<file path="src/rtl/iobus_uart_pkg.sv">
// Shared types and constants for the IOBUS UART transmitter.
// Register offsets are word indices within the 16-byte window.
package iobus_uart_pkg;

    typedef enum logic [1:0] {
        ST_IDLE,
        ST_START,
        ST_DATA,
        ST_STOP
    } tx_state_e;

    localparam logic [1:0] OFF_TXDATA   = 2'd0;
    localparam logic [1:0] OFF_STATUS   = 2'd1;
    localparam logic [1:0] OFF_CTRL     = 2'd2;
    localparam logic [1:0] OFF_BAUD_DIV = 2'd3;

    localparam int STAT_BUSY_BIT  = 0;
    localparam int STAT_FULL_BIT  = 1;
    localparam int STAT_EMPTY_BIT = 2;
    localparam int STAT_OVF_BIT   = 3;
    localparam int STAT_COUNT_LSB = 8;

endpackage

</file>
<file path="src/rtl/iobus_uart_tx_fifo.sv">
// Synchronous TX FIFO; a push while full is accepted only
// when a pop happens in the same cycle.
module uart_tx_fifo #(
    parameter int DEPTH = 8,
    parameter int WIDTH = 8,
    localparam int AW = $clog2(DEPTH),
    localparam int CW = AW + 1
) (
    input  logic             clk,
    input  logic             rst,
    input  logic             push,
    input  logic             pop,
    input  logic [WIDTH-1:0] din,
    output logic [WIDTH-1:0] dout,
    output logic             full,
    output logic             empty,
    output logic [CW-1:0]    count
);

    logic [WIDTH-1:0] mem_q [DEPTH];
    logic [AW-1:0]    wr_ptr_q, wr_ptr_d;
    logic [AW-1:0]    rd_ptr_q, rd_ptr_d;
    logic [CW-1:0]    count_q, count_d;
    logic             do_push;
    logic             do_pop;

    assign full    = (count_q == CW'(DEPTH));
    assign empty   = (count_q == '0);
    assign count   = count_q;
    assign dout    = mem_q[rd_ptr_q];
    assign do_pop  = pop && !empty;
    assign do_push = push && (!full || do_pop);

    always_comb begin
        wr_ptr_d = wr_ptr_q;
        rd_ptr_d = rd_ptr_q;
        count_d  = count_q + CW'(do_push) - CW'(do_pop);
        if (do_push) wr_ptr_d = wr_ptr_q + AW'(1);
        if (do_pop)  rd_ptr_d = rd_ptr_q + AW'(1);
    end

    always_ff @(posedge clk) begin
        if (rst) begin
            wr_ptr_q <= '0;
            rd_ptr_q <= '0;
            count_q  <= '0;
        end else begin
            wr_ptr_q <= wr_ptr_d;
            rd_ptr_q <= rd_ptr_d;
            count_q  <= count_d;
        end
    end

    always_ff @(posedge clk) begin
        if (do_push) mem_q[wr_ptr_q] <= din;
    end

endmodule

</file>
<file path="src/rtl/iobus_uart_tx.sv">
// IOBUS-mapped 8N1 UART transmitter: register window, TX FIFO,
// baud counter, shifter and level interrupt.
module iobus_uart_tx
    import iobus_uart_pkg::*;
#(
    parameter logic [31:0] BASE_ADDR   = 32'h1100_0100,
    parameter int          FIFO_DEPTH  = 8,
    parameter logic [15:0] DEFAULT_DIV = 16'd867
) (
    input  logic        CLK,
    input  logic        RESET,
    input  logic [31:0] IOBUS_ADDR,
    input  logic [31:0] IOBUS_OUT,
    input  logic        IOBUS_WR,
    output logic [31:0] IOBUS_IN,
    output logic        TX,
    output logic        INTR
);

    localparam int CW = $clog2(FIFO_DEPTH) + 1;

    tx_state_e   state_q, state_d;
    logic [15:0] cnt_q, cnt_d;
    logic [7:0]  shift_q, shift_d;
    logic [2:0]  bit_idx_q, bit_idx_d;
    logic        tx_q, tx_d;
    logic        intr_q, intr_d;
    logic        enable_q, enable_d;
    logic        intr_en_q, intr_en_d;
    logic [15:0] baud_div_q, baud_div_d;
    logic        ovf_q, ovf_d;

    logic          sel;
    logic [1:0]    off;
    logic          wr_txdata, wr_status, wr_ctrl, wr_baud;
    logic          fifo_pop, fifo_full, fifo_empty;
    logic [7:0]    fifo_dout;
    logic [CW-1:0] fifo_count;
    logic          bit_end;
    logic          unused;

    assign sel       = (IOBUS_ADDR[31:4] == BASE_ADDR[31:4]);
    assign off       = IOBUS_ADDR[3:2];
    assign wr_txdata = IOBUS_WR && sel && (off == OFF_TXDATA);
    assign wr_status = IOBUS_WR && sel && (off == OFF_STATUS);
    assign wr_ctrl   = IOBUS_WR && sel && (off == OFF_CTRL);
    assign wr_baud   = IOBUS_WR && sel && (off == OFF_BAUD_DIV);
    assign bit_end   = (cnt_q == '0);
    assign TX        = tx_q;
    assign INTR      = intr_q;
    assign unused    = ^{IOBUS_ADDR[1:0], IOBUS_OUT[31:16]};

    uart_tx_fifo #(
        .DEPTH (FIFO_DEPTH),
        .WIDTH (8)
    ) u_fifo (
        .clk   (CLK),
        .rst   (RESET),
        .push  (wr_txdata),
        .pop   (fifo_pop),
        .din   (IOBUS_OUT[7:0]),
        .dout  (fifo_dout),
        .full  (fifo_full),
        .empty (fifo_empty),
        .count (fifo_count)
    );

    always_comb begin
        enable_d   = enable_q;
        intr_en_d  = intr_en_q;
        baud_div_d = baud_div_q;
        ovf_d      = ovf_q;
        if (wr_ctrl) begin
            enable_d  = IOBUS_OUT[0];
            intr_en_d = IOBUS_OUT[1];
        end
        if (wr_baud) baud_div_d = IOBUS_OUT[15:0];
        if (wr_status && IOBUS_OUT[STAT_OVF_BIT]) ovf_d = 1'b0;
        if (wr_txdata && fifo_full && !fifo_pop) ovf_d = 1'b1;
        intr_d = intr_en_q && fifo_empty && (state_q == ST_IDLE);
    end

    // Every bit boundary reloads the counter from BAUD_DIV.
    always_comb begin
        state_d   = state_q;
        cnt_d     = cnt_q;
        shift_d   = shift_q;
        bit_idx_d = bit_idx_q;
        tx_d      = tx_q;
        fifo_pop  = 1'b0;
        unique case (state_q)
            ST_IDLE: begin
                tx_d = 1'b1;
                if (enable_q && !fifo_empty) begin
                    fifo_pop = 1'b1;
                    shift_d  = fifo_dout;
                    cnt_d    = baud_div_q;
                    tx_d     = 1'b0;
                    state_d  = ST_START;
                end
            end
            ST_START: begin
                if (bit_end) begin
                    cnt_d     = baud_div_q;
                    bit_idx_d = 3'd0;
                    tx_d      = shift_q[0];
                    state_d   = ST_DATA;
                end else begin
                    cnt_d = cnt_q - 16'd1;
                end
            end
            ST_DATA: begin
                if (bit_end) begin
                    cnt_d = baud_div_q;
                    if (bit_idx_q == 3'd7) begin
                        tx_d    = 1'b1;
                        state_d = ST_STOP;
                    end else begin
                        shift_d   = {1'b0, shift_q[7:1]};
                        bit_idx_d = bit_idx_q + 3'd1;
                        tx_d      = shift_q[1];
                    end
                end else begin
                    cnt_d = cnt_q - 16'd1;
                end
            end
            ST_STOP: begin
                if (bit_end) begin
                    if (enable_q && !fifo_empty) begin
                        fifo_pop = 1'b1;
                        shift_d  = fifo_dout;
                        cnt_d    = baud_div_q;
                        tx_d     = 1'b0;
                        state_d  = ST_START;
                    end else begin
                        tx_d    = 1'b1;
                        state_d = ST_IDLE;
                    end
                end else begin
                    cnt_d = cnt_q - 16'd1;
                end
            end
            default: state_d = ST_IDLE;
        endcase
    end

    always_comb begin
        IOBUS_IN = '0;
        if (sel) begin
            case (off)
                OFF_STATUS: begin
                    IOBUS_IN[STAT_BUSY_BIT]  = (state_q != ST_IDLE);
                    IOBUS_IN[STAT_FULL_BIT]  = fifo_full;
                    IOBUS_IN[STAT_EMPTY_BIT] = fifo_empty;
                    IOBUS_IN[STAT_OVF_BIT]   = ovf_q;
                    IOBUS_IN[STAT_COUNT_LSB +: CW] = fifo_count;
                end
                OFF_CTRL:     IOBUS_IN[1:0]  = {intr_en_q, enable_q};
                OFF_BAUD_DIV: IOBUS_IN[15:0] = baud_div_q;
                default:      IOBUS_IN = '0;
            endcase
        end
    end

    always_ff @(posedge CLK) begin
        if (RESET) begin
            state_q    <= ST_IDLE;
            cnt_q      <= '0;
            shift_q    <= '0;
            bit_idx_q  <= '0;
            tx_q       <= 1'b1;
            intr_q     <= 1'b0;
            enable_q   <= 1'b1;
            intr_en_q  <= 1'b0;
            baud_div_q <= DEFAULT_DIV;
            ovf_q      <= 1'b0;
        end else begin
            state_q    <= state_d;
            cnt_q      <= cnt_d;
            shift_q    <= shift_d;
            bit_idx_q  <= bit_idx_d;
            tx_q       <= tx_d;
            intr_q     <= intr_d;
            enable_q   <= enable_d;
            intr_en_q  <= intr_en_d;
            baud_div_q <= baud_div_d;
            ovf_q      <= ovf_d;
        end
    end

endmodule

</file>
<file path="config.mk">
export PLATFORM = sky130hd
export DESIGN_NAME = iobus_uart_tx
export DESIGN_NICKNAME = d
export VERILOG_FILES = /design/src/rtl/iobus_uart_pkg.sv /design/src/rtl/iobus_uart_tx_fifo.sv /design/src/rtl/iobus_uart_tx.sv
export SDC_FILE = /design/constraint.sdc
export NUM_CORES = 1
export LEC_CHECK = 0
export BUFFER_PORTS_ARGS = -buffer_cell sky130_fd_sc_hd__buf_2
export CORE_ASPECT_RATIO = 1.2
export CORE_MARGIN = 2
export CORE_UTILIZATION = 57
export DETAILED_ROUTE_END_ITERATION = 12
export PLACE_DENSITY_LB_ADDON = 0.08
export SYNTH_ARGS = -nofsm -noshare
export SYNTH_HDL_FRONTEND = slang
export SYNTH_SLANG_ARGS = --single-unit
export TNS_END_PERCENT = 50
</file>
<file path="constraint.sdc">
create_clock -name CLK -period 4.4 [get_ports CLK]
set_input_delay 0.22 -clock CLK [delete_from_list [all_inputs] [get_ports CLK]]
set_output_delay 0.22 -clock CLK [all_outputs]
set_load 0.005 [all_outputs]
</file>
# Word level (Yosys, flattened, before mapping)
# Memories as Yosys holds them, arrays and structs flattened. A register that Yosys moved wholly into a read port is not among the register bits.
# Cells that the tools add are included.
dict set report classes {
  add_sub_neg 6
  eq_ne 15
  n_mux 41
  n_reduce_logical 30
}
# op n
set ops {}
lappend ops {{2-to-1 mux 16 bit} 4}
lappend ops {{one-hot mux 16 bit (3 select lines)} 1}
lappend ops {{2-to-1 mux 8 bit} 4}
lappend ops {{equality test 28 x 25 -> 1 bit, second input constant} 1}
lappend ops {{one-hot mux 8 bit (3 select lines)} 1}
lappend ops {{zero test 16 bit} 1}
lappend ops {{subtractor 16 x 1 -> 16 bit, second input constant} 1}
lappend ops {{2-to-1 mux 3 bit} 5}
lappend ops {{logical AND 1 bit} 13}
lappend ops {{2-to-1 mux 1 bit} 12}
lappend ops {{2-to-1 mux 2 bit} 5}
lappend ops {{inequality test 2 bit, second input constant} 5}
lappend ops {{adder 3 x 1 -> 3 bit, second input constant} 3}
lappend ops {{equality test 2 bit, second input constant} 4}
lappend ops {{2-to-1 mux 4 bit} 2}
lappend ops {{one-hot mux 2 bit (4 select lines)} 1}
lappend ops {{one-hot mux 4 bit (2 select lines)} 1}
lappend ops {{AND reduction 4 bit} 2}
lappend ops {{one-hot mux 2 bit (3 select lines)} 1}
lappend ops {{one-hot mux 3 bit (2 select lines)} 1}
lappend ops {{nonzero test 2 bit} 3}
lappend ops {{AND reduction 5 bit} 1}
lappend ops {{adder 4 x 1 -> 4 bit} 1}
lappend ops {{equality test 2 x 1 -> 1 bit, second input constant} 2}
lappend ops {{other kinds (14)} 17}
dict set report word_totals {
  ff_bits 60
  ram_bits 64
  mem_count 1
  input_bits 67
}
# memory depth width rd rd_clocked_by_memory_dff wr line_no
set mem_list {}
lappend mem_list {u_fifo.mem_q 8 8 1 1 1 iobus_uart_tx_fifo.sv:20} ;# logic [WIDTH-1:0] mem_q [DEPTH];

# Depth between registers and ports, before layout
# Gate-level depths: netlist of run 1.
dict set report depth {
  word_depth 11
  depth_mapped 13
}

# Cells and area by module
# A second synthesis of run 1 with hierarchy kept.
dict set report unflattened {
  hier_cells 614
  hier_area_um2 6555.0
}
# mod area_per_inst_um2 seq_area_each_um2 instances cells_per_inst
set modules_own_cells {}
lappend modules_own_cells {iobus_uart_tx 3362.0 1001.0 1 428}
lappend modules_own_cells {uart_tx_fifo 3193.1 2182.1 1 186}

# Least setup slack after synthesis of run 1
# OpenSTA, ideal clock, no wires.
dict set report synth_timing {
  path_type {register to register}
  from {register cnt_q[0]}
  to {memory u_fifo.mem_q[0][0] (enable)}
  setup_slack_ns 1.018
  arrival_time_ns 2.988
  stages_incl_launch_ff 9
  n_path_buf 1
  synth_period_minus_slack_ns 3.382
  t_required_ns 4.005
  path_cell_list {dfxtp_1 -> inv_1 -> ha_1 -> or4b_1 -> or4_4 -> buf_6 -> o31ai_4 -> nand3_4 -> nor4_1}
}
dict set report synth_via {
  elab_chain_len 8
}
# element line_no
set synth_rtl {}
lappend synth_rtl {{from (decl)} iobus_uart_tx.sv:23} ;# logic [15:0] cnt_q, cnt_d;
lappend synth_rtl {{from (signal assigned)} iobus_uart_tx.sv:179} ;# cnt_q <= cnt_d;
lappend synth_rtl {{zero test 16 bit} iobus_uart_tx.sv:48} ;# assign bit_end = (cnt_q == '0);
lappend synth_rtl {{2-to-1 mux 1 bit} iobus_uart_tx.sv:128} ;# if (bit_end) begin
lappend synth_rtl {{one-hot mux 1 bit (2 select lines)} iobus_uart_tx.sv:91} ;# unique case (state_q)
lappend synth_rtl {{logical AND 1 bit} iobus_uart_tx_fifo.sv:31} ;# assign do_pop = pop && !empty;
lappend synth_rtl {{logical OR 1 bit} iobus_uart_tx_fifo.sv:32} ;# assign do_push = push && (!full || do_pop);
lappend synth_rtl {{logical AND 1 bit} iobus_uart_tx_fifo.sv:32}
lappend synth_rtl {{2-to-1 mux 1 bit} iobus_uart_tx_fifo.sv:55} ;# if (do_push) mem_q[wr_ptr_q] <= din;
lappend synth_rtl {{2-to-1 mux 1 bit (implied by the code)} iobus_uart_tx_fifo.sv:55}
lappend synth_rtl {{to (decl)} iobus_uart_tx_fifo.sv:20}
# Every way passes these cells.

# Worst setup path after layout of run 1
dict set report layout_timing {
  from {register cnt_q[0]}
  to {register u_fifo.count_q[2], in the netlist u_fifo.count[2]}
}
dict set report layout_via {
  elab_chain_len 8
}
# element line_no
set layout_rtl {}
lappend layout_rtl {{zero test 16 bit} iobus_uart_tx.sv:48}
lappend layout_rtl {{2-to-1 mux 1 bit} iobus_uart_tx.sv:128}
lappend layout_rtl {{one-hot mux 1 bit (2 select lines)} iobus_uart_tx.sv:91}
lappend layout_rtl {{logical AND 1 bit} iobus_uart_tx_fifo.sv:31}
lappend layout_rtl {{logical OR 1 bit} iobus_uart_tx_fifo.sv:32}
lappend layout_rtl {{logical AND 1 bit} iobus_uart_tx_fifo.sv:32}
lappend layout_rtl {{via u_fifo.do_push} iobus_uart_tx_fifo.sv:24} ;# logic do_push;
lappend layout_rtl {{adder 4 x 1 -> 4 bit} iobus_uart_tx_fifo.sv:37} ;# count_d = count_q + CW'(do_push) - CW'(do_pop);
lappend layout_rtl {{subtractor 4 x 1 -> 4 bit} iobus_uart_tx_fifo.sv:37}
lappend layout_rtl {{to (signal assigned)} iobus_uart_tx_fifo.sv:50} ;# count_q <= count_d;
lappend layout_rtl {{to (decl)} iobus_uart_tx_fifo.sv:23} ;# logic [CW-1:0] count_q, count_d;
# The timed path passes the listed nets, and every way through them passes these cells.
# A chain may end at the register's enable or synchronous reset.

==> impl_metrics.sql, run 1 <==
INSERT INTO impl_metrics (metric_group, metric, value, unit) VALUES
('status', 'status', 'finished clean', ''),
('clock_network', 'numCtsBuffers', '17', ''),
('critical_path', 'critical_path.cell_chain', 'inv_1 -> ha_1 -> or4b_1 -> or4_4 -> o31ai_4 -> nand3_4 -> clkinv_2 -> ha_1 -> inv_1 -> fa_1 -> xor2_1 -> nor2_1', ''),
('clock_network', 'cts.repair_timing.setup_buffer_count', '0', ''),
('finish', 'num-nets-final', '750', ''),
('clock_network', 'register_clock_pin_slew_on_the_reported_worst_setup_and_hold_paths', '0.07', 'ns'),
('floorplan', 'fp-row-count', '42', ''),
('floorplan', 'initial_utilization', '58.8', '%'),
('finish', 'layout.filler_cells', '863', ''),
('hold_path', 'hold-path-endpoint', 'baud_div_q[15]$_SDFFE_PP0P_', ''),
('critical_path', 'reg_to_reg_startpoint', 'cnt_q[0]$_SDFF_PP0_', ''),
('critical_path', 'critical_path.reg2reg.endpoint', 'u_fifo.count[2]$_SDFF_PP0_', ''),
('power_and_ir_drop', 'power_density', '625', 'nW/um2'),
('critical_path', 'crit_required', '4.69', 'ns'),
('critical_path', 'slowest_cp_cell', 'or4_4', ''),
('clock_network', 'h-tree-depth', '4', ''),
('sta', 'hold_viol_final', '0', ''),
('sta', 'worst_slack', '0.810', 'ns'),
('finish', 'commonest_non_fill_non_tap_cells_in_the_layout', 'buf_2, edfxtp_1, dfxtp_1, a21oi_1, nor2_1', ''),
('place', 'routabilityCongestion', '0.873', ''),
('global_route', 'antenna_violations_before_repair', '0', ''),
('yosys', 'number_of_distinct_library_cells_after_synthesis', '69', ''),
('critical_path', 'max_stage_delay', '0.72', 'ns'),
('sta', 'tightest_slew', '1.08', 'ns'),
('global_route', 'grt_pass1_wl', '24600', 'um'),
('clock_network', 'post_cts_resize_count', '0', ''),
('detailed_routing', 'vias', '4962', ''),
('detailed_routing', 'routed_length_per_instance', '18.7', 'um'),
('detailed_routing', 'violation_count_after_the_first_detailed_routing_iteration', '338', ''),
('sta', 'period_minus_slack', '3.59', 'ns'),
('critical_path', 'r2r_setup_slack', '0.81', 'ns'),
('place', 'detailedPlace.worstSlack', '0.819', 'ns'),
('yosys', 'synth_edf_count', '64', ''),
('critical_path', 'timing.critical_path.buf_inv', '3', ''),
('sta', 'final_max_slew_viol_count', '0', ''),
('flow_run', 'maxCapViolations', '0', ''),
('sta', 'share_of_the_cycle_needed_by_the_critical_path_after_routing', '81.6', '%'),
('finish', 'mostFrequentLayoutCell', 'buf_2', ''),
('sta', 'maxClockFrequency', '0.279', 'GHz'),
('yosys', 'ys_seq_area_share', '48.6', '%'),
('sta', 'fin_worst_skew', '0.0103', 'ns'),
('place', 'post-dp-hpwl', '10800', 'um'),
('clock_network', 'clock_sink_count', '127', ''),
('clock_network', 'cts.hold.buffers_added', '0', ''),
('critical_path', 'timing.critical_path.to_type', 'register', ''),
('critical_path', 'critPathLaunchType', 'register', ''),
('hold_path', 'hold_path_startpoint', 'IOBUS_OUT[15]', ''),
('global_route', 'grt.overflow.total', '0', ''),
('place', 'numPortBuffers', '66', ''),
('finish', 'area.growth.synth_to_final', '15.0', '%'),
('power_and_ir_drop', 'static-leakage-power', '0.00281', 'uW'),
('sta', 'relSlewSlack', '27.4', '%'),
('clock_network', 'clock_tree.buffer_depth', '2', ''),
('detailed_routing', 'route.detailed.vias_per_inst', '5.96', ''),
('detailed_routing', 'antenna_violating_nets_post_route', '0', ''),
('yosys', 'synthesis.area_per_instance', '10.8', 'um2'),
('clock_network', 'clock_root_buffer_master', 'clkbuf_16', ''),
('floorplan', 'die_x', '102', 'um'),
('yosys', 'ys_seq_elements', '127', ''),
('floorplan', 'die_height', '121', 'um'),
('detailed_routing', 'drtPass1Iterations', '5', ''),
('sta', 'timing.setup.tns', '0', 'ns'),
('yosys', 'postSynthCellCount', '608', ''),
('clock_network', 'worst_skew_pair.late_latency', '0.42', 'ns'),
('finish', 'drive_gt1_share', '22.8', '%'),
('finish', 'number_of_diodes_added_for_antenna_fixing', '0', ''),
('critical_path', 'kind_of_cell_adding_the_most_delay_to_the_critical_path', 'simple AND/OR/NAND/NOR gates', ''),
('critical_path', 'crit_arrival', '3.88', 'ns'),
('finish', 'stdcell_area', '7540', 'um2'),
('critical_path', 'r2r.worst_path.cells', '12', ''),
('global_route', 'grt_start_max_net_pins', '68', '');
stage by stage:
stage	hold slack (ns)	power, uW	std cells	utilization (%)
2_1_floorplan	0.319	2960	623	-
3_3_place_gp	0.456	3280	801	62.4
3_5_place_dp	0.461	3340	801	62.4
4_1_cts	0.0176	4720	833	67.7
5_1_grt	0.0436	5000	833	67.7
6_report	0.0279	4710	833	67.7
power breakdown:
part           total (uW)  internal [uW]  switching (uW)  leakage, uW
sequential           1520           1370             152      0.00109
combinational        1820            736            1080      0.00143
clock                1370            761             606     0.000287
logic make-up (layout without fill, tap and decap cells):
group / Yosys count / after routing / synth area share, %
AOI/OAI and AO/OA: 140 / 140 / 13.9
xor gates and xnor gates: 14 / 14 / 1.87
adders and majority gates: 17 / 17 / 3.36
buffers and inverters: 79 / 135 / 5.73
DFF: 127 / 127 / 48.6
muxes: 49 / 49 / 10.7
other: 1 / 16 / 0.0572
and+or+nand+nor: 181 / 181 / 15.8
cells in the mapped netlist, types with 9 or more instances:
cell type	n	area share, %
a21oi_1	49	3.7
buf_4	16	1.8
dfxtp_1	63	19
mux2i_1	28	4.3
ha_1	16	3.1
nand2b_1	12	1.1
a211oi_1	11	1.3
nor3_1	17	1.3
and3_1	17	1.6
xnor2_1	9	1.2
o21ai_0	29	2.2
clkbuf_1	26	1.5
mux4_2	16	5.5
edfxtp_1	64	29
inv_1	24	1.4
nand2_1	24	1.4
nor2_1	44	2.5
nor4_1	11	1.1
worst max path at each step:
stage / start / to / slack (ns) / cells past startpoint
4_1_cts: cnt_q[0]$_SDFF_PP0_ / u_fifo.count[2]$_SDFF_PP0_ / 0.80 / 12
2_1_floorplan: cnt_q[0]$_SDFF_PP0_ / u_fifo.mem_q[0][0]$_DFFE_PP_ / 1.02 / 8
3_5_place_dp: cnt_q[0]$_SDFF_PP0_ / u_fifo.count[2]$_SDFF_PP0_ / 0.82 / 12
3_3_place_gp: cnt_q[0]$_SDFF_PP0_ / u_fifo.count[2]$_SDFF_PP0_ / 0.91 / 12
6_report: cnt_q[0]$_SDFF_PP0_ / u_fifo.count[2]$_SDFF_PP0_ / 0.81 / 12
5_1_grt: cnt_q[0]$_SDFF_PP0_ / u_fifo.count[2]$_SDFF_PP0_ / 0.60 / 12
per-layer routing:
layer | vias to the layer above | share of wire (%) | GRT usage (%)
met5 | - | 0 | 0
met4 | 0 | 2.2 | 8.08
met3 | 21 | 4.0 | 5.30
met2 | 137 | 52 | 45.8
met1 | 2432 | 42 | 32.6
li1 | 2372 | - | -
tightest hold or removal path, stage by stage:
cell and delay (ns):
buf_2 0.08, mux2i_1 0.05, nor2_1 0.07
registers in the layout (all words and copies together) (netlist names), named ones only:
register and count:
u_fifo.mem_q 64, baud_div_q 16, cnt_q 16, shift_q 8, u_fifo.count 4, bit_idx_q 3
u_fifo.rd_ptr_q 3, u_fifo.wr_ptr_q 3, state_q 2, INTR 1, TX 1, enable_q 1
intr_en_q 1, ovf_q 1
final cells by class:
class / count / area (um2) / share of cell area [%]
clock buffer: 17 / 425 / 5.64
inverter: 25 / 95.1 / 1.26
sequential: 127 / 3180 / 42.2
multi-input combinational: 417 / 3060 / 40.5
clock inverter: 15 / 165 / 2.19
timing repair buffer: 78 / 420 / 5.58
tap: 154 / 193 / 2.56
No activity file was read; power rests on OpenSTA's default activity.
==> inputs of run 2 (changes only) <==
==> constraint.sdc (replaced) <==
create_clock -name CLK -period 3.5 [get_ports CLK]
set_input_delay 0.175 -clock CLK [delete_from_list [all_inputs] [get_ports CLK]]
set_output_delay 0.175 -clock CLK [all_outputs]
set_load 0.005 [all_outputs]
==> impl_metrics.sql, run 2 (synthesis gave the netlist of run 1 again) <==
INSERT INTO impl_metrics (metric_group, metric, value, unit) VALUES
('global_route', 'antenna_violations_before_repair', '0', ''),
('global_route', 'grt.overflow.total', '0', ''),
('global_route', 'grt_pass1_wl', '25500', 'um'),
('critical_path', 'critical_path.cell_chain', 'inv_1 -> ha_1 -> or4b_1 -> or4_4 -> o31ai_4 -> nand3_4 -> clkinv_2 -> ha_1 -> inv_1 -> fa_1 -> xor2_1 -> nor2_1', ''),
('finish', 'num-nets-final', '763', ''),
('detailed_routing', 'vias', '5044', ''),
('finish', 'layout.filler_cells', '908', ''),
('finish', 'number_of_flip_flops_under_the_largest_register_name', '64', ''),
('detailed_routing', 'violation_count_after_the_first_detailed_routing_iteration', '380', ''),
('clock_network', 'cts_tree', 'done', ''),
('hold_path', 'hold_class', 'input pin to register', ''),
('sta', 'share_of_the_cycle_needed_by_the_critical_path_after_routing', '94.1', '%'),
('floorplan', 'die_height', '121', 'um'),
('sta', 'final-setup-viol-count', '0', ''),
('global_route', 'grt_use_total', '27.4', '%'),
('place', 'routabilityCongestion', '0.920', ''),
('clock_network', 'register_clock_pin_slew_on_the_reported_worst_setup_and_hold_paths', '0.06', 'ns'),
('critical_path', 'timing.setup.critical_path_class', 'register to register', ''),
('clock_network', 'worst_skew_pair.late_latency', '0.43', 'ns'),
('power_and_ir_drop', 'static-leakage-power', '0.00287', 'uW'),
('detailed_routing', 'wl_met2', '8400', 'um'),
('finish', 'commonest_non_fill_non_tap_cells_in_the_layout', 'buf_2, edfxtp_1, dfxtp_1, a21oi_1, nor2_1', ''),
('detailed_routing', 'drtPass1Iterations', '5', ''),
('critical_path', 'crit_required', '3.79', 'ns'),
('clock_network', 'numCtsBuffers', '17', ''),
('floorplan', 'design.portCount', '101', ''),
('finish', 'largest-register', 'u_fifo.mem_q', ''),
('sta', 'tightest_slew', '1.11', 'ns'),
('sta', 'maxClockFrequency', '0.304', 'GHz'),
('detailed_routing', 'wirelength', '16000', 'um'),
('place', 'numPortBuffers', '66', ''),
('clock_network', 'post_cts_resize_count', '0', ''),
('detailed_routing', 'detail_route.drc_violations', '0', ''),
('power_and_ir_drop', 'ir_drop_worst_case_vdd', '0.520', 'mV'),
('sta', 'timing.setup.tns', '0', 'ns'),
('finish', 'final_cells', '846', ''),
('floorplan', 'initial_utilization', '58.8', '%'),
('clock_network', 'h-tree-depth', '4', ''),
('global_route', 'first_global_vias', '5100', ''),
('sta', 'fin_worst_skew', '0.0105', 'ns'),
('detailed_routing', 'routedLengthMet1', '6160', 'um'),
('sta', 'period_minus_slack', '3.29', 'ns'),
('sta', 'hold_viol_final', '0', ''),
('clock_network', 'clock_root_buffer_master', 'clkbuf_16', ''),
('critical_path', 'crit_arrival', '3.58', 'ns'),
('detailed_routing', 'routed-wl-met3', '801', 'um'),
('critical_path', 'critPathLaunchType', 'register', ''),
('detailed_routing', 'route.top_layer_used', 'met4', ''),
('flow_run', 'maxCapViolations', '0', ''),
('critical_path', 'max_stage_delay', '0.54', 'ns'),
('critical_path', 'timing.critical_path.to_type', 'register', ''),
('clock_network', 'clock_sink_count', '127', ''),
('finish', 'largest_registers', 'u_fifo.mem_q x64, baud_div_q x16, cnt_q x16', ''),
('clock_network', 'cts.repair_timing.setup_buffer_count', '0', ''),
('critical_path', 'critical_path_peak_fanout', '8', ''),
('finish', 'mostFrequentLayoutCell', 'buf_2', ''),
('finish', 'area.growth.synth_to_final', '16.9', '%'),
('detailed_routing', 'antenna_violating_nets_post_route', '0', ''),
('finish', 'drive_gt1_share', '23.3', '%'),
('place', 'post-dp-hpwl', '11100', 'um'),
('power_and_ir_drop', 'report.power.total', '6070', 'uW'),
('power_and_ir_drop', 'power_density', '792', 'nW/um2'),
('detailed_routing', 'routed_length_per_instance', '18.9', 'um'),
('floorplan', 'placeableCoreArea', '11100', 'um2'),
('global_route', 'grt_start_max_net_pins', '55', ''),
('finish', 'number_of_diodes_added_for_antenna_fixing', '0', ''),
('finish', 'layout.core_utilization', '68.8', '%'),
('status', 'status', 'finished clean', ''),
('clock_network', 'clock_tree.buffer_depth', '2', ''),
('place', 'place_inst', '808', ''),
('detailed_routing', 'route.detailed.vias_per_inst', '5.96', ''),
('sta', 'rsz_0062_raised_after_global_routing', 'false', ''),
('floorplan', 'die_x', '102', 'um'),
('floorplan', 'fp-row-count', '42', ''),
('critical_path', 'slowest_cp_cell', 'or4_4', ''),
('floorplan', 'die_area', '12400', 'um2'),
('sta', 'final_max_slew_viol_count', '0', ''),
('sta', 'relSlewSlack', '25.7', '%');
-- run 2: cell types whose count changed in the layout (fill, tap and decap cells not counted) --
cell | previous run | this run
buf_4 | 12 | 19
dlygate4sd3_1 | 0 | 6
clkinv_4 | 1 | 4
clkinv_8 | 3 | 0
bufinv_16 | 0 | 2
inv_8 | 5 | 3
clkinv_1 | 0 | 1
inv_6 | 5 | 4
-- run 2: final cells by class --
class	count	area, um2	share of cell area [%]
Clock buffer	17	425	5.55
Clock inverter	15	175	2.29
Inverter	25	95.1	1.24
Multi-Input combinational cell	417	3060	39.9
Sequential cell	127	3180	41.6
Tap cell	154	193	2.52
Timing Repair Buffer	91	533	6.96
-- run 2: final timing paths --
check | to | cells after the start | startpoint | slack, ns
worst max-delay path | u_fifo.count[2]$_SDFF_PP0_ | 12 | cnt_q[0]$_SDFF_PP0_ | 0.21
worst min-delay path | baud_div_q[8]$_SDFFE_PP1P_ | 3 | IOBUS_OUT[8] | 0.03
worst max register to register | u_fifo.count[2]$_SDFF_PP0_ | 12 | cnt_q[0]$_SDFF_PP0_ | 0.21
worst min register to register | ovf_q$_SDFFE_PP0P_ | 2 | ovf_q$_SDFFE_PP0P_ | 0.48
-- run 2: worst max-delay path, delay by kind of cell (launching register included) --
kind | cells | cell delay (ns)
compound gates | 1 | 0.31
xor+xnor | 1 | 0.19
fa+ha+maj | 3 | 0.76
buf+inv | 3 | 0.27
flops | 1 | 0.37
simple gates | 4 | 1.25
-- run 2: where the power goes --
group / internal (uW) / leakage (uW) / switching, uW / total (uW)
clock: 1070 / 0.000292 / 721 / 1790
sequential: 1720 / 0.00109 / 184 / 1910
combinational: 970 / 0.00149 / 1400 / 2370
-- run 2: per-layer routing --
layer	GRT usage (%)	vias to the layer above
met3	5.53	33
met1	31.9	2441
met2	47.7	179
li1	-	2391
met4	13.0	0
met5	0	-
-- run 2: metrics by stage --
step	worst slack (ns)	hold WS [ns]	instance area, um2
floorplan	0.118	0.274	6610
global placement	0.352	0.411	7000
detailed placement	0.290	0.421	7000
CTS	0.218	0.0177	7660
global route	0.0764	0.0458	7660
finish	0.208	0.0253	7660
-- run 2: what timing repair did --
action                                 CTS  global route
setup endpoints to repair                0             0
endpoints found under the hold margin    6             0
hold buffers                             6             0
==> inputs of run 3 (changes only) <==
==> constraint.sdc (replaced) <==
create_clock -name CLK -period 3.5 [get_ports CLK]
set_input_delay 0.875 -clock CLK [delete_from_list [all_inputs] [get_ports CLK]]
set_output_delay 0.875 -clock CLK [all_outputs]
set_load 0.005 [all_outputs]
==> impl_metrics.sql, run 3 (synthesis gave the netlist of run 1 again) <==
INSERT INTO impl_metrics (metric_group, metric, value, unit) VALUES
('clock_network', 'cts.repair_timing.setup_buffer_count', '0', ''),
('global_route', 'grt_use_total', '26.3', '%'),
('floorplan', 'design.portCount', '101', ''),
('detailed_routing', 'detail_route.drc_violations', '0', ''),
('sta', 'tightest_slew', '0.862', 'ns'),
('floorplan', 'placeableCoreArea', '11100', 'um2'),
('floorplan', 'die_height', '121', 'um'),
('detailed_routing', 'antenna_violating_nets_post_route', '0', ''),
('detailed_routing', 'routed-wl-met3', '729', 'um'),
('detailed_routing', 'drtPass1Iterations', '5', ''),
('floorplan', 'fp-row-count', '42', ''),
('critical_path', 'timing.setup.critical_path_class', 'input pin to output pin', ''),
('power_and_ir_drop', 'ir_drop_worst_case_vdd', '0.453', 'mV'),
('power_and_ir_drop', 'static-leakage-power', '0.00286', 'uW'),
('critical_path', 'crit_required', '2.62', 'ns'),
('place', 'routabilityCongestion', '0.849', ''),
('finish', 'final_cells', '843', ''),
('detailed_routing', 'wl_met2', '8140', 'um'),
('critical_path', 'critPathLaunchType', 'input pin', ''),
('clock_network', 'register_clock_pin_slew_on_the_reported_worst_setup_and_hold_paths', '0.06', 'ns'),
('clock_network', 'h-tree-depth', '4', ''),
('place', 'post-dp-hpwl', '11100', 'um'),
('sta', 'fin_worst_skew', '0.0107', 'ns'),
('global_route', 'antenna_violations_before_repair', '0', ''),
('floorplan', 'initial_utilization', '58.8', '%'),
('detailed_routing', 'wirelength', '15700', 'um'),
('clock_network', 'clock_sink_count', '127', ''),
('critical_path', 'critical_path_peak_fanout', '6', ''),
('place', 'numPortBuffers', '66', ''),
('sta', 'final_max_slew_viol_count', '0', ''),
('finish', 'num-nets-final', '760', ''),
('global_route', 'grt_pass1_wl', '24800', 'um'),
('sta', 'final-setup-viol-count', '0', ''),
('sta', 'period_minus_slack', '3.21', 'ns'),
('clock_network', 'cts.hold.buffers_added', '0', ''),
('status', 'status', 'finished clean', ''),
('hold_path', 'hold_class', 'register to register', ''),
('clock_network', 'worst_skew_pair.late_latency', '0.42', 'ns'),
('finish', 'mostFrequentLayoutCell', 'buf_2', ''),
('flow_run', 'maxCapViolations', '0', ''),
('sta', 'share_of_the_cycle_needed_by_the_critical_path_after_routing', '91.8', '%'),
('clock_network', 'clock_root_buffer_master', 'clkbuf_16', ''),
('finish', 'drive_gt1_share', '23.9', '%'),
('clock_network', 'cts_tree', 'done', ''),
('clock_network', 'post_cts_resize_count', '0', ''),
('sta', 'relSlewSlack', '42.0', '%'),
('critical_path', 'timing.critical_path.to_type', 'output pin', ''),
('detailed_routing', 'routedLengthMet1', '6270', 'um'),
('detailed_routing', 'route.detailed.vias_per_inst', '5.96', ''),
('floorplan', 'die_x', '102', 'um'),
('sta', 'maxClockFrequency', '0.311', 'GHz'),
('floorplan', 'die_area', '12400', 'um2'),
('detailed_routing', 'routed_length_per_instance', '18.6', 'um'),
('finish', 'number_of_diodes_added_for_antenna_fixing', '0', ''),
('global_route', 'grt_start_max_net_pins', '49', ''),
('power_and_ir_drop', 'power_density', '785', 'nW/um2'),
('clock_network', 'numCtsBuffers', '17', ''),
('sta', 'timing.setup.tns', '0', 'ns'),
('finish', 'number_of_flip_flops_under_the_largest_register_name', '64', ''),
('sta', 'hold_viol_final', '0', ''),
('sta', 'rsz_0062_raised_after_global_routing', 'false', ''),
('critical_path', 'crit_arrival', '2.34', 'ns'),
('global_route', 'first_global_vias', '4931', ''),
('clock_network', 'clock_tree.buffer_depth', '2', ''),
('detailed_routing', 'vias', '5023', ''),
('finish', 'largest-register', 'u_fifo.mem_q', ''),
('global_route', 'grt.overflow.total', '0', ''),
('finish', 'commonest_non_fill_non_tap_cells_in_the_layout', 'buf_2, edfxtp_1, dfxtp_1, a21oi_1, nor2_1', ''),
('place', 'place_inst', '811', ''),
('detailed_routing', 'route.top_layer_used', 'met4', ''),
('finish', 'largest_registers', 'u_fifo.mem_q x64, baud_div_q x16, cnt_q x16', ''),
('detailed_routing', 'violation_count_after_the_first_detailed_routing_iteration', '317', ''),
('finish', 'area.growth.synth_to_final', '16.2', '%');
## run 3: changes by cell type in the layout (fill, tap and decap cells not counted), sizes merged
cell	previous run	this run
dlygate4sd3	6	0
buf	85	88
bufinv	2	0
clkinv	6	7
inv	31	32
## run 3: worst max-delay path: stages
cell,delay (ns)
buf_2,0.10
nor4b_1,0.30
nand4_1,0.32
nor2_1,0.26
nand2_1,0.19
nor2_1,0.17
buf_2,0.13
## run 3: cell type report
class / count / area, um2
multi-input cells: 417 / 3060
repair buffers: 88 / 495
flip-flops and latches: 127 / 3180
well taps: 154 / 193
clock inverters: 15 / 165
clock buffers: 17 / 425
fillers: 894 / 3530
inverters: 25 / 95.1
## run 3: worst paths after layout
path	from	to	depth (start not counted)	slack, ns
max	IOBUS_ADDR[14]	IOBUS_IN[8]	7	0.29
min	ovf_q$_SDFFE_PP0P_	ovf_q$_SDFFE_PP0P_	2	0.47
max reg2reg	cnt_q[1]$_SDFF_PP0_	u_fifo.count[2]$_SDFF_PP0_	12	0.30
min reg2reg	ovf_q$_SDFFE_PP0P_	ovf_q$_SDFFE_PP0P_	2	0.47
## run 3: per-stage QoR
step / hold slack, ns / area [um2] / total power (uW) / worst slack, ns / utilization, %
5_1_grt: 0.496 / 7610 / 6330 / 0.158 / 68.3
6_report: 0.470 / 7610 / 5970 / 0.286 / 68.3
3_3_place_gp: 0.456 / 7020 / 4180 / 0.364 / 63.0
3_5_place_dp: 0.464 / 7020 / 4250 / 0.338 / 63.0
2_1_floorplan: 0.424 / 6610 / 3720 / 0.118 / -
4_1_cts: 0.474 / 7610 / 5980 / 0.287 / 68.3
## run 3: power breakdown
group	total, uW	leakage, uW	internal [uW]	switching [uW]
Sequential	1880	0.00109	1720	160
Clock	1710	0.000287	956	759
Combinational	2380	0.00148	975	1400
## run 3: per-layer routing
layer  vias to the layer above  GRT usage [%]
met3                        34           5.53
met5                         -              0
met1                      2428           31.9
met4                         0           9.83
li1                       2388              -
met2                       173           45.6
